==> config.mk <==
export PLATFORM = sky130hd
export DESIGN_NAME = cmp_share_arbiter
export DESIGN_NICKNAME = d
export VERILOG_FILES = /design/src/rtl/cmp_share_arbiter.sv
export SDC_FILE = /design/constraint.sdc
export NUM_CORES = 1
export LEC_CHECK = 0
export CAP_MARGIN = 15
export CORE_ASPECT_RATIO = 0.6
export CORE_MARGIN = 2
export CORE_UTILIZATION = 45
export CTS_BUF_LIST = sky130_fd_sc_hd__clkbuf_2 sky130_fd_sc_hd__clkbuf_4 sky130_fd_sc_hd__clkbuf_8
export DETAILED_ROUTE_END_ITERATION = 8
export PLACE_DENSITY_LB_ADDON = 0.25
export SETUP_SLACK_MARGIN = 0.15
export SLEW_MARGIN = 15
export SYNTH_ARGS = -nofsm -noshare
export SYNTH_HDL_FRONTEND = slang
export SYNTH_SLANG_ARGS = --single-unit
==> constraint.sdc <==
create_clock -name clk -period 1.8 [get_ports clk]
set_input_delay 0.36 -clock clk [delete_from_list [all_inputs] [get_ports clk]]
set_output_delay 0.36 -clock clk [all_outputs]
set_load 0.005 [all_outputs]
==> src/rtl/cmp_share_arbiter.sv <==
// -----------------------------------------------------------------------------
// cmp_share_arbiter
//   Shares one registered W-bit unsigned magnitude comparator among NREQ
//   requesters. A round-robin arbiter grants one requester at a time, the
//   granted operand pair is compared for one cycle, and the LT/GT/EQ result is
//   presented on a single response channel tagged with the requester id.
//   Only one pair is in flight at a time.
//
// Ports
//   clk        clock, rising edge
//   rst        asynchronous active-high reset
//   req_valid  [NREQ]      requester i holds a valid operand pair
//   req_ready  [NREQ]      one-hot grant (or zero), combinational in IDLE
//   req_a      [NREQ*W]    operand A of requester i at [i*W +: W]
//   req_b      [NREQ*W]    operand B of requester i at [i*W +: W]
//   rsp_valid  response valid
//   rsp_ready  response consumer ready
//   rsp_id     [IDW]       index of the requester the response belongs to
//   rsp_lt/gt/eq           A<B / A>B / A==B, held until the response is taken
// -----------------------------------------------------------------------------
module cmp_share_arbiter #(
  parameter  int NREQ = 4,
  parameter  int W    = 4,
  localparam int IDW  = (NREQ > 1) ? $clog2(NREQ) : 1
) (
  input  logic              clk,
  input  logic              rst,
  input  logic [NREQ-1:0]   req_valid,
  output logic [NREQ-1:0]   req_ready,
  input  logic [NREQ*W-1:0] req_a,
  input  logic [NREQ*W-1:0] req_b,
  output logic              rsp_valid,
  input  logic              rsp_ready,
  output logic [IDW-1:0]    rsp_id,
  output logic              rsp_lt,
  output logic              rsp_gt,
  output logic              rsp_eq
);

  typedef enum logic [1:0] {IDLE, CMP, RESP} state_t;

  state_t          state, state_n;
  logic [IDW-1:0]  rr_ptr;
  logic [NREQ-1:0] grant;
  logic [IDW-1:0]  gnt_idx;
  logic            gnt_any;
  logic [IDW-1:0]  scan_idx;

  logic [W-1:0]    op_a_p0;
  logic [W-1:0]    op_b_p0;
  logic [IDW-1:0]  id_p0;

  // Three-way unsigned compare, packed as {lt, gt, eq}; exactly one bit set.
  function automatic logic [2:0] cmp3(input logic [W-1:0] a, input logic [W-1:0] b);
    logic [2:0] r;
    r = 3'b000;
    if (a < b)      r = 3'b100;
    else if (a > b) r = 3'b010;
    else            r = 3'b001;
    return r;
  endfunction

  // Round-robin search starting at rr_ptr; first valid index wins.
  always_comb begin
    gnt_any  = 1'b0;
    gnt_idx  = '0;
    scan_idx = '0;
    grant    = '0;
    for (int k = 0; k < NREQ; k++) begin
      scan_idx = IDW'((int'(rr_ptr) + k) % NREQ);
      if (!gnt_any && req_valid[scan_idx]) begin
        gnt_any = 1'b1;
        gnt_idx = scan_idx;
      end
    end
    if (gnt_any) grant[gnt_idx] = 1'b1;
  end

  always_ff @(posedge clk or posedge rst) begin
    if (rst) state <= IDLE;
    else     state <= state_n;
  end

  always_comb begin
    state_n   = state;
    req_ready = '0;
    case (state)
      IDLE: begin
        req_ready = grant;
        if (gnt_any) state_n = CMP;
      end
      CMP:     state_n = RESP;
      RESP:    if (rsp_ready) state_n = IDLE;
      default: state_n = IDLE;
    endcase
    if (rst) req_ready = '0;
  end

  always_ff @(posedge clk or posedge rst) begin
    if (rst) begin
      op_a_p0   <= '0;
      op_b_p0   <= '0;
      id_p0     <= '0;
      rr_ptr    <= '0;
      rsp_valid <= 1'b0;
      rsp_id    <= '0;
      rsp_lt    <= 1'b0;
      rsp_gt    <= 1'b0;
      rsp_eq    <= 1'b0;
    end else begin
      // Stage p0: capture the granted pair; operands are only sampled here.
      if (state == IDLE && gnt_any) begin
        op_a_p0 <= req_a[int'(gnt_idx)*W +: W];
        op_b_p0 <= req_b[int'(gnt_idx)*W +: W];
        id_p0   <= gnt_idx;
      end
      // Stage p1: registered compare result becomes the response.
      if (state == CMP) begin
        {rsp_lt, rsp_gt, rsp_eq} <= cmp3(op_a_p0, op_b_p0);
        rsp_id    <= id_p0;
        rsp_valid <= 1'b1;
      end
      // Response taken: pointer moves past the requester just served.
      if (state == RESP && rsp_ready) begin
        rsp_valid <= 1'b0;
        rr_ptr    <= (id_p0 == IDW'(NREQ-1)) ? '0 : id_p0 + 1'b1;
      end
    end
  end

endmodule

# Word level (Yosys, flattened, before mapping)
# Index checks and enable logic that the tools add are counted.
# totals
reg_bits	20
elab_cells	70
inputBits	39
# op_classes
addsub	4
n_lt_le_gt_ge	8
shifts	2
mux	29
eq_ne	5
n_reduce_logical	12
# ops
cell	count
$shiftx 16x5->4	2
$mux 2	8
$lt 2x3->1 const B	5
$mux 4	3
$mux 1	11
$bmux 1 s2	4
$logic_and 1x1->1	6
$pmux 2 s3	1
$add 2x1->2 const B	2
$add 2x2->2 const B	2
$eq 2x2->1 const B	2
$gt 4x4->1	1
$lt 4x4->1	1
$ne 2x2->1 const B	2
$logic_not 1->1	3
$mux 3	1
$demux 1 s2	1
$eq 2x1->1 const B	1
$ge 2x1->1 const B	1
$logic_not 2->1	1
$reduce_and 2->1	1
$reduce_bool 2->1	1

# Depth between registers and ports, before layout
# Gate-level depths: netlist of the first run.
# logic_depth
depth_word	19
depth_mapped	7
depth_no_buf	7

# Worst setup path before layout of the first run
# Ideal clock, no wire load.
# synth_timing
path_kind	reg2out
startpoint	register state[1]
endpoint	output port req_ready[2]
required_time_ps	1440
t_arrival_ps	1256
n_path_buf	1
slack_ps	184
stages_incl_launch_ff	7
path_cell_list	dfrtp_1 -> nor2_1 -> o41ai_4 -> inv_4 -> nand2b_1 -> buf_6 -> nor3b_1
# synth_between
elab_chain_len	3
# synth_lines
item	line_no	text
start, declared	42	state_t state, state_n;
start signal, assigned	81	else state <= state_n;
$logic_not 2->1	87	case (state)
$mux 4	87	
$mux 4	96	if (rst) req_ready = '0;
end, declared	29	output logic [NREQ-1:0] req_ready,
# Every way passes these cells.

# Worst setup path in the final report of the first run
# layout_timing
startpoint	register rr_ptr[0]
endpoint	output port req_ready[2]
# layout_between
elab_chain_len	19
elab_cells_between_ends	33
# layout_lines
item	line_no	text
start, declared	43	logic [IDW-1:0] rr_ptr;
start signal, assigned	126	rr_ptr <= (id_p0 == IDW'(NREQ-1)) ? '0 : id_p0 + 1'b1;
branches (longest 16 deep; another with $lt 2x3->1)	-	
$mux 4 *	76	if (gnt_any) grant[gnt_idx] = 1'b1;
$mux 4 *	87	
$mux 4 *	96	
# Every way passes the cells marked *. The select of a mux whose other input is x is not followed.

==> flow_summary_export.csv, run 1 <==
group,metric,value,unit
global_route,grt_pass1_wl,5416,um
global_route,grt_pass1_vias,1168,
global_route,antenna_found_initial,0,
timing,setup_viol,4,
job,drv_cap,0,
route,vias,1204,
cts,cts_root_buffer,"clkbuf_8",
timing,slew_headroom,0.7593,
timing,period_share,1.125,
floorplan,die_w,71.53,um
status,status,"finished with violations",
route,drt_iter0_markers,47,
setup_path,critical_path_arrival,1.67,ns
cts,clock-sinks,20,
pwr,ir_drop,1051,uV
setup_path,setup.worst_path.end_class,"output pin",
timing,hold_viol,0,
yosys,syn_nets,157,
worst_hold_path,min_path_type,"flip-flop to flip-flop",
floorplan,dieArea,3184,um^2
floorplan,initial_utilization,0.4814,
route,drc,0,
yosys,ys_seq_area_frac,0.4065,
global_route,grt_max_degree,21,
cts,cts_tree,"done",
cells_and_area,seqCellArea,501.7,um^2
placed_design,dp_hpwl,2386,um
cells_and_area,drive_gt1_frac,0.4127,
yosys,ys_ff_latch,20,
setup_path,critPathKind,"flip-flop to output pin",
pwr,power.total,0.003309,W
timing,final.setup_skew,0.001358,ns
route,dr.pass1.iters,4,
timing,layout_setup_ws,-0.2258,ns
yosys,synth_top_family_by_area,"multiplexers",
yosys,synth-adder-area-share,0.05081,
yosys,synthSimpleGateAreaFrac,0.1341,
route,viasPerCell,5.448,
yosys,yosys_warnings,0,
yosys,synth-xor-area-share,0,
cts,holdBufCountCts,0,
route,wirelength,4087,um
pwr,p_per_area,1511,nW/um^2
placed_design,dpl_worst_slack,-0.7729,ns
cts,cts.htree.levels,1,
yosys,syn_inst,113,
yosys,synthMuxAreaShare,0.1758,
floorplan,core,2557,um^2
status,violations,"negative setup slack",
cts,worstSkewPairLatency,0.25,ns
setup_path,path_max_fanout,3,
cts,cts_buffers,3,
pwr,p_leak,0.9675,nW
placed_design,port_buffers,48,
yosys,syn-cell-area,1231,um^2
floorplan,die_h,44.52,um
placed_design,routabilityCongestion,0.7995,
cts,clk_pin_slew_worst_paths,0.07,ns
route,ant_nets,0,
timing,min_period,2.026,ns
route,wl_per_cell,18.49,um
yosys,synth_cell_types,31,
global_route,overflow,0,
timing,worst_pin_slew,0.3598,ns
timing,grt_setup_unrepaired,"yes",
cells_and_area,multi_input_area,800.8,um^2
cts,max-clock-path-buffers,2,
timing,fmax,493.6,MHz
cells_and_area,syn_to_final_growth,77.85,%
yosys,synth_compound_area_frac,0.1565,
yosys,syn_area_per_cell,10.90,um^2
floorplan,row_count,14,
global_route,track_usage,0.2262,
cells_and_area,diodes,0,
floorplan,ioPinCount,49,
cells_and_area,fillerInstances,121,
cells_and_area,final_nets,235,
timing,slew_violations,0,
setup_path,startpoint_type,"flip-flop",
setup_path,critical_path_required,1.44,ns
## final timing paths
path | startpoint | cells after the start | slack [ns] | endpoint
max in group asynchronous | rst | 3 | 0.93 | rr_ptr[1]
min reg2reg | rsp_eq | 2 | 0.50 | rsp_eq
max reg2reg | rr_ptr[0] | 8 | 0.02 | op_b_p0[1]
max | rr_ptr[0] | 7 | -0.23 | req_ready[2]
min | rsp_eq | 2 | 0.50 | rsp_eq
min in group asynchronous | rst | 3 | 0.64 | op_b_p0[3]
## through the flow
step	cell area, um^2	instances	hold WS [ns]	setup TNS (ns)	util
floorplan	1231	113	0.3238	0	-
global placement	1829	206	0.4687	-5.206	0.7153
detailed placement	1829	206	0.4786	-5.946	0.7153
CTS	2019	218	0.4974	-0.5515	0.7896
global route	2190	221	0.5101	-0.9934	0.8562
finish	2190	221	0.4972	-0.8608	0.8562
## worst max-delay path, stage by stage (launching register included)
cell,delay [ns]
dfrtp_1,0.42
buf_6,0.15
o22ai_4,0.16
a211oi_2,0.11
nand2b_4,0.17
buf_6,0.11
nor3b_2,0.14
buf_2,0.14
## timing repair
action | 4_1_cts | 5_1_grt
gates resized for setup | 41 | 28
pin swaps | 10 | 6
gates cloned | 1 | 1
endpoints found under the setup margin | 13 | 16
buffers inserted | 8 | 3
## Yosys cell counts
cell / n / area (um^2)
nor3b_1: 1 / 7.510
nand4_1: 1 / 6.260
nor2_1: 2 / 7.510
inv_1: 8 / 30.03
a211oi_1: 1 / 7.510
buf_12: 1 / 20.02
nor2b_1: 2 / 12.51
mux2_1: 1 / 11.26
o22a_4: 1 / 17.52
buf_6: 3 / 33.78
clkbuf_1: 1 / 3.750
o22ai_1: 1 / 6.260
ha_1: 5 / 62.56
dfrtp_1: 20 / 500.5
inv_4: 1 / 6.260
o221ai_1: 8 / 70.07
nor3_2: 1 / 10.01
a21oi_1: 2 / 10.01
nand2b_1: 7 / 43.79
a21boi_0: 1 / 7.510
o41ai_4: 1 / 27.53
mux2i_1: 16 / 160.2
a21o_1: 1 / 7.510
nand2_1: 14 / 52.55
o21ai_0: 3 / 15.01
o31ai_1: 2 / 15.01
nand3b_1: 1 / 7.510
nor3b_2: 1 / 12.51
nor3_1: 1 / 5.000
mux2_2: 4 / 45.04
a21oi_2: 1 / 8.760
## area by class of cell
cell class / instances / area share
Inverter: 9 / 0.01657
Multi-Input combinational cell: 79 / 0.3657
Tap cell: 32 / 0.01829
Sequential cell: 20 / 0.2291
Clock buffer: 3 / 0.01886
Timing Repair Buffer: 78 / 0.3514
## power by group
part,internal [W],switching [W]
clock network,0.000149,0.000138
registers,0.000678,0.000160
logic,0.00124,0.000943
total,0.00207,0.00124
## cells by family (layout without fill, tap and decap cells)
kind of cell	count (synthesis)	in the layout
DFF	20	20
muxes	21	21
adders and majority gates	5	5
buffers and inverters	14	90
and+or+nand+nor	31	31
AOI/OAI and AO/OA	22	22
## state kept, by name (all words and copies together) (netlist names)
name and count:
rsp_id 2, rr_ptr 2, op_a_p0 4, rsp_lt 1, rsp_gt 1, state 2
rsp_eq 1, id_p0 2, op_b_p0 4, rsp_valid 1
## placed cells by master, fill, tap and decap left out, drive strengths merged, types with 3 or more instances in the layout
master,Yosys,routed
o21ai,3,3
mux2,5,5
ha,5,5
dfrtp,20,20
o221ai,8,8
clkdlybuf4s50,0,40
buf,4,33
mux2i,16,16
nand2,14,14
inv,9,9
nand2b,7,7
clkbuf,1,4
a21oi,3,3
## routing by layer
metal | GRT usage | vias up | share of wire | wire length [um]
li1 | - | 563 | - | -
met1 | 0.2943 | 583 | 0.46 | 1875
met2 | 0.3981 | 48 | 0.47 | 1915
met3 | 0.04784 | 10 | 0.049 | 200
met4 | 0.04528 | 0 | 0.023 | 95
met5 | 0 | - | 0 | 0
No activity file was read; power rests on OpenSTA's default activity.
==> run 2: changes to the inputs <==
Settings changed: CTS_CLUSTER_DIAMETER set to 60, SETUP_SLACK_MARGIN 0.15 to 0.05.
==> run 2 against run 1 <==
  * Final area down 9.3%
  * Utilization fell by 7.9 points
  * Die area is the same
  * The flow still finishes with violations (negative setup slack)
  * Global-route usage decreased by 1.3 points
  * Setup slack gained 0.033 ns
  * Worst hold slack got worse by 0.0045 ns
  * Sequential share of layout area up 2.3 points
  * Wire length shrank 19%
  * First-iteration DRC count is 53% lower
==> flow_summary_export.csv, run 2 (synthesis results as in run 1) <==
group,metric,value,unit
cells_and_area,drive_gt1_frac,0.2919,
timing,slew_violations,0,
setup_path,crit_slowest_cell,"dfrtp_1",
setup_path,crit_chain,"buf_6, o22ai_4, a211oi_2, nand2b_4, buf_6, nor3b_2, buf_2",
setup_path,rr_worst_depth,6,
global_route,track_usage,0.2130,
placed_design,placed_cells_incl_taps,206,
timing,min_period,1.993,ns
global_route,antenna_found_initial,0,
route,wirelength,3308,um
worst_hold_path,min_path_type,"flip-flop to flip-flop",
floorplan,ioPinCount,49,
worst_hold_path,hold_depth,2,
timing,layout_setup_ws,-0.1930,ns
setup_path,setup.worst_path.end_class,"output pin",
setup_path,critical_path_arrival,1.63,ns
cells_and_area,final_nets,231,
global_route,overflow,0,
timing,grt_setup_unrepaired,"yes",
cells_and_area,final_core_util,0.7769,
cts,cts_buffers,3,
global_route,grt_pass1_vias,1134,
cts,clk_pin_slew_worst_paths,0.07,ns
route,dr.pass1.iters,4,
setup_path,r2r-start,"rr_ptr[1]",
floorplan,die_w,71.53,um
placed_design,dp_hpwl,2386,um
cells_and_area,fillerInstances,150,
timing,fmax,501.8,MHz
status,violations,"negative setup slack",
cells_and_area,syn_to_final_growth,61.38,%
floorplan,row_count,14,
timing,worst_pin_slew,0.3312,ns
timing,period_share,1.107,
route,ant_nets,0,
cts,worstSkewPairLatency,0.25,ns
timing,setup_viol,4,
cells_and_area,layout_common_cells,"40 x clkdlybuf4s50_1, 22 x buf_4, 20 x dfrtp_1",
pwr,power.total,0.002798,W
timing,slew_headroom,0.7785,
cts,cts.htree.levels,1,
worst_hold_path,timing.hold.worst_endpoint,"rsp_eq",
global_route,grt_pass1_wl,5133,um
timing,tns,-0.7020,ns
cts,max-clock-path-buffers,2,
route,vias,1128,
route,wl_per_cell,15.24,um
floorplan,dieArea,3184,um^2
setup_path,critPathKind,"flip-flop to output pin",
route,drt_iter0_markers,22,
setup_path,path_max_fanout,3,
cells_and_area,diodes,0,
setup_path,cpMostUsedCell,"buf_6",
pwr,p_leak,0.9211,nW
floorplan,core,2557,um^2
timing,hold_viol,0,
setup_path,startpoint_type,"flip-flop",
timing,final.setup_skew,0.001275,ns
job,drv_cap,0,
pwr,p_per_area,1408,nW/um^2
route,drc,0,
setup_path,slowest_delay,0.42,ns
floorplan,initial_utilization,0.4814,
placed_design,routabilityCongestion,0.7995,
global_route,grt_max_degree,21,
cells_and_area,layout_commonest_cell,"clkdlybuf4s50_1",
cts,clock-sinks,20,
floorplan,die_h,44.52,um
placed_design,port_buffers,48,
status,status,"finished with violations",
setup_path,r2r_setup_slack,0.12,ns
cts,cts_root_buffer,"clkbuf_8",
setup_path,critical_path_required,1.44,ns
cells_and_area,reg_top3,"op_a_p0 (4), op_b_p0 (4)",
placed_design,dpl_worst_slack,-0.7729,ns
worst_hold_path,hold_start,"rsp_eq",
cts,cts_tree,"done",
cts,holdBufCountCts,0,
pwr,ir_drop,998.3,uV
route,viasPerCell,5.198,
cells_and_area,final_cells,217,
setup_path,r2r_end,"op_a_p0[3]",
-- run 2: changes by cell type in the layout (fill, tap and decap cells not counted), moves of 2 or more --
cell | before | now
mux2i_2 | 8 | 0
mux2i_1 | 6 | 16
o221ai_1 | 1 | 8
o221ai_2 | 7 | 0
buf_4 | 20 | 22
buf_6 | 5 | 3
mux2i_4 | 2 | 0
-- run 2: repair_timing --
action	in CTS	in global routing
pin swaps	6	3
endpoints found under the setup margin	13	11
resized for setup	36	3
setup buffers	8	1
-- run 2: layout make-up --
class | count | area, um^2 | area share
flip-flops and latches | 20 | 500.5 | 0.2519
well taps | 32 | 40.04 | 0.02015
clock buffers | 3 | 41.29 | 0.02078
repair buffers | 74 | 674.4 | 0.3394
inverters | 9 | 36.28 | 0.01826
multi-input cells | 79 | 694.4 | 0.3495
-- run 2: critical path, delay by kind of cell, from the launching register on --
family          cells  cell delay (ns)
buf+inv             3             0.39
flops               1             0.42
compound gates      2             0.26
simple gates        2             0.31
-- run 2: metrics by stage --
stage               area [um^2]  hold slack [ns]
global route               1987           0.5102
floorplan                  1231           0.3238
detailed placement         1829           0.4786
global placement           1829           0.4687
CTS                        1968           0.4974
finish                     1987           0.4927
-- run 2: power breakdown --
group	leakage [nW]	internal [W]	total (W)	switching (W)
sequential	0.245	0.000676	0.000829	0.000153
clock	0.0216	0.000149	0.000290	0.000141
combinational	0.655	0.000958	0.00168	0.000722
-- run 2: how the worst max path moves through the flow --
stage / end / cells after the start / from
2_1_floorplan: req_ready[2] / 6 / state[1]
4_1_cts: req_ready[2] / 7 / rr_ptr[0]
3_3_place_gp: req_ready[3] / 7 / req_valid[1]
3_5_place_dp: req_ready[2] / 7 / req_valid[2]
5_1_grt: req_ready[2] / 7 / rr_ptr[0]
6_report: req_ready[2] / 7 / rr_ptr[0]
-- run 2: layer usage --
metal	wire [um]	global-route usage	part of all wire	up-vias
met2	1557	0.3574	0.47	46
met4	38	0.06792	0.011	0
met3	196	0.05239	0.059	4
met1	1516	0.2764	0.46	530
li1	-	-	-	548
met5	0	0	0	-
==> run 3: changes to the inputs <==
Settings changed: SETUP_SLACK_MARGIN 0.05 to not set.
==> run 3 against run 2 <==
  * The flow still finishes with violations (negative setup slack)
  * Sequential share of layout area hardly changed
  * Sequential power hardly changed
  * Register-to-register slack hardly changed
  * Die area stayed put
  * Utilization is 0.15 points lower
  * Wire length is 0.82% lower
  * Clock skew hardly changed
  * Total power is 0.13% lower
  * Clock-buffer cell count stayed put
  * Combinational power hardly changed
  * Critical path type unchanged
  * Largest power group unchanged
  * Highest routed layer unchanged
==> flow_summary_export.csv, run 3 (synthesis results as in run 1) <==
group,metric,value,unit
status,status,"finished with violations",
status,violations,"negative setup slack",
cts,max-clock-path-buffers,2,
timing,period_share,1.115,
timing,min_period,2.006,ns
cts,cts_buffers,3,
global_route,track_usage,0.2130,
setup_path,critPathKind,"flip-flop to output pin",
global_route,overflow,0,
global_route,met3_usage,0.05239,
route,wirelength,3281,um
timing,slew_violations,0,
global_route,grt_pass1_vias,1134,
timing,hold_viol,0,
cells_and_area,layout_common_cells,"40 x clkdlybuf4s50_1, 22 x buf_4, 20 x dfrtp_1",
cells_and_area,reg_top3,"op_a_p0 (4), op_b_p0 (4)",
cells_and_area,drive_gt1_frac,0.2919,
setup_path,critical_path_arrival,1.65,ns
worst_hold_path,min_path_type,"flip-flop to flip-flop",
cts,cts_tree,"done",
cells_and_area,fin_area,1983,um^2
floorplan,initial_utilization,0.4814,
global_route,antenna_found_initial,0,
floorplan,ioPinCount,49,
floorplan,core,2557,um^2
pwr,p_per_area,1409,nW/um^2
setup_path,r2r_end,"op_a_p0[0]",
pwr,ir_drop,1002,uV
cts,clk_pin_slew_worst_paths,0.07,ns
global_route,grt_busiest_layer,"met2",
setup_path,crit_path_end,"req_ready[3]",
setup_path,r2r_setup_slack,0.13,ns
route,wl_per_cell,15.12,um
route,drc,0,
cts,worstSkewPairLatency,0.25,ns
route,ant_nets,0,
cells_and_area,final_core_util,0.7754,
cells_and_area,layout_commonest_cell,"clkdlybuf4s50_1",
floorplan,die_h,44.52,um
floorplan,row_count,14,
route,drt_iter0_markers,27,
floorplan,dieArea,3184,um^2
cells_and_area,fillerInstances,154,
floorplan,die_w,71.53,um
cells_and_area,final_nets,231,
global_route,grt_use_met1,0.2764,
cts,cts_root_buffer,"clkbuf_8",
global_route,grt_pass1_wl,5133,um
timing,grt_setup_unrepaired,"yes",
global_route,use_met2,0.3574,
timing,fmax,498.4,MHz
placed_design,port_buffers,48,
setup_path,startpoint_type,"flip-flop",
cts,cts.htree.levels,1,
placed_design,place_area,1829,um^2
timing,worst_pin_slew,0.3342,ns
setup_path,critical_path_required,1.44,ns
setup_path,r2r-start,"rr_ptr[0]",
cells_and_area,syn_to_final_growth,61.08,%
cts,holdBufCountCts,0,
route,dr.pass1.iters,4,
route,viasPerCell,5.194,
setup_path,rr_worst_depth,7,
route,vias,1127,
placed_design,dp_hpwl,2386,um
timing,slew_headroom,0.7765,
setup_path,startpoint,"rr_ptr[0]",
pwr,p_leak,0.9198,nW
placed_design,routabilityCongestion,0.7995,
timing,tns,-0.7047,ns
cts,clock-sinks,20,
job,drv_cap,0,
timing,final.setup_skew,0.001408,ns
setup_path,path_max_fanout,3,
global_route,grt_max_degree,21,
timing,setup_viol,4,
cells_and_area,diodes,0,
setup_path,setup.worst_path.end_class,"output pin",
timing,layout_setup_ws,-0.2062,ns
## run 3: changes by cell type in the layout (fill, tap and decap cells not counted)
cell / delta
buf_8: -1
buf_6: +1
## run 3: power breakdown
group	switching, W	internal (W)	leakage, nW	total, W
logic	0.000724	0.000951	0.653	0.00168
clock network	0.000141	0.000149	0.0216	0.000290
registers	0.000154	0.000676	0.245	0.000830
## run 3: worst min-delay path by stage
| stage | endpoint | depth (start not counted) | slack [ns] | from |
|---|---|---|---|---|
| floorplan | id_p0[0] | 1 | 0.32 | rst |
| global placement | rsp_eq | 2 | 0.47 | rsp_eq |
| detailed placement | op_a_p0[0] | 2 | 0.48 | op_a_p0[0] |
| CTS | op_b_p0[2] | 2 | 0.50 | op_b_p0[2] |
| global route | rsp_eq | 2 | 0.51 | rsp_eq |
| finish | rsp_eq | 2 | 0.49 | rsp_eq |
## run 3: cell type report
class                   instances  area (um^2)  share of cell area
repair buffers                 74        670.6              0.3382
clock buffers                   3        41.29             0.02082
inverters                       9        36.28             0.01830
flip-flops and latches         20        500.5              0.2524
well taps                      32        40.04             0.02019
multi-input cells              79        694.4              0.3502
## run 3: metrics by stage
| stage | hold WS, ns | total power, W | instances | worst slack (ns) |
|---|---|---|---|---|
| 2_1_floorplan | 0.3238 | 0.001740 | 113 | 0.1840 |
| 3_3_place_gp | 0.4687 | 0.002217 | 206 | -0.6781 |
| 3_5_place_dp | 0.4786 | 0.002294 | 206 | -0.7729 |
| 4_1_cts | 0.4974 | 0.002769 | 216 | -0.1816 |
| 5_1_grt | 0.5102 | 0.003000 | 217 | -0.2762 |
| 6_report | 0.4928 | 0.002795 | 217 | -0.2062 |
## run 3: layer usage
| layer | up-vias | part of all wire |
|---|---|---|
| li1 | 547 | - |
| met1 | 536 | 0.47 |
| met2 | 40 | 0.47 |
| met3 | 4 | 0.051 |
| met4 | 0 | 0.011 |
| met5 | - | 0 |
## run 3: worst max-delay path, cell delays in order, from the launching register on
cell and delay (ns):
dfrtp_1 0.41, nand2b_4 0.16, a21oi_2 0.06, a211oi_2 0.26, nand2_2 0.13, nor3b_2 0.21
buf_2 0.16
## run 3: timing repair
| item | 4_1_cts | 5_1_grt |
|---|---|---|
| endpoints found under the hold margin | 0 | 0 |
| setup endpoints to repair | 12 | 8 |
| pin swaps | 6 | 3 |
| gates resized for setup | 36 | 2 |
| setup buffers | 8 | 1 |
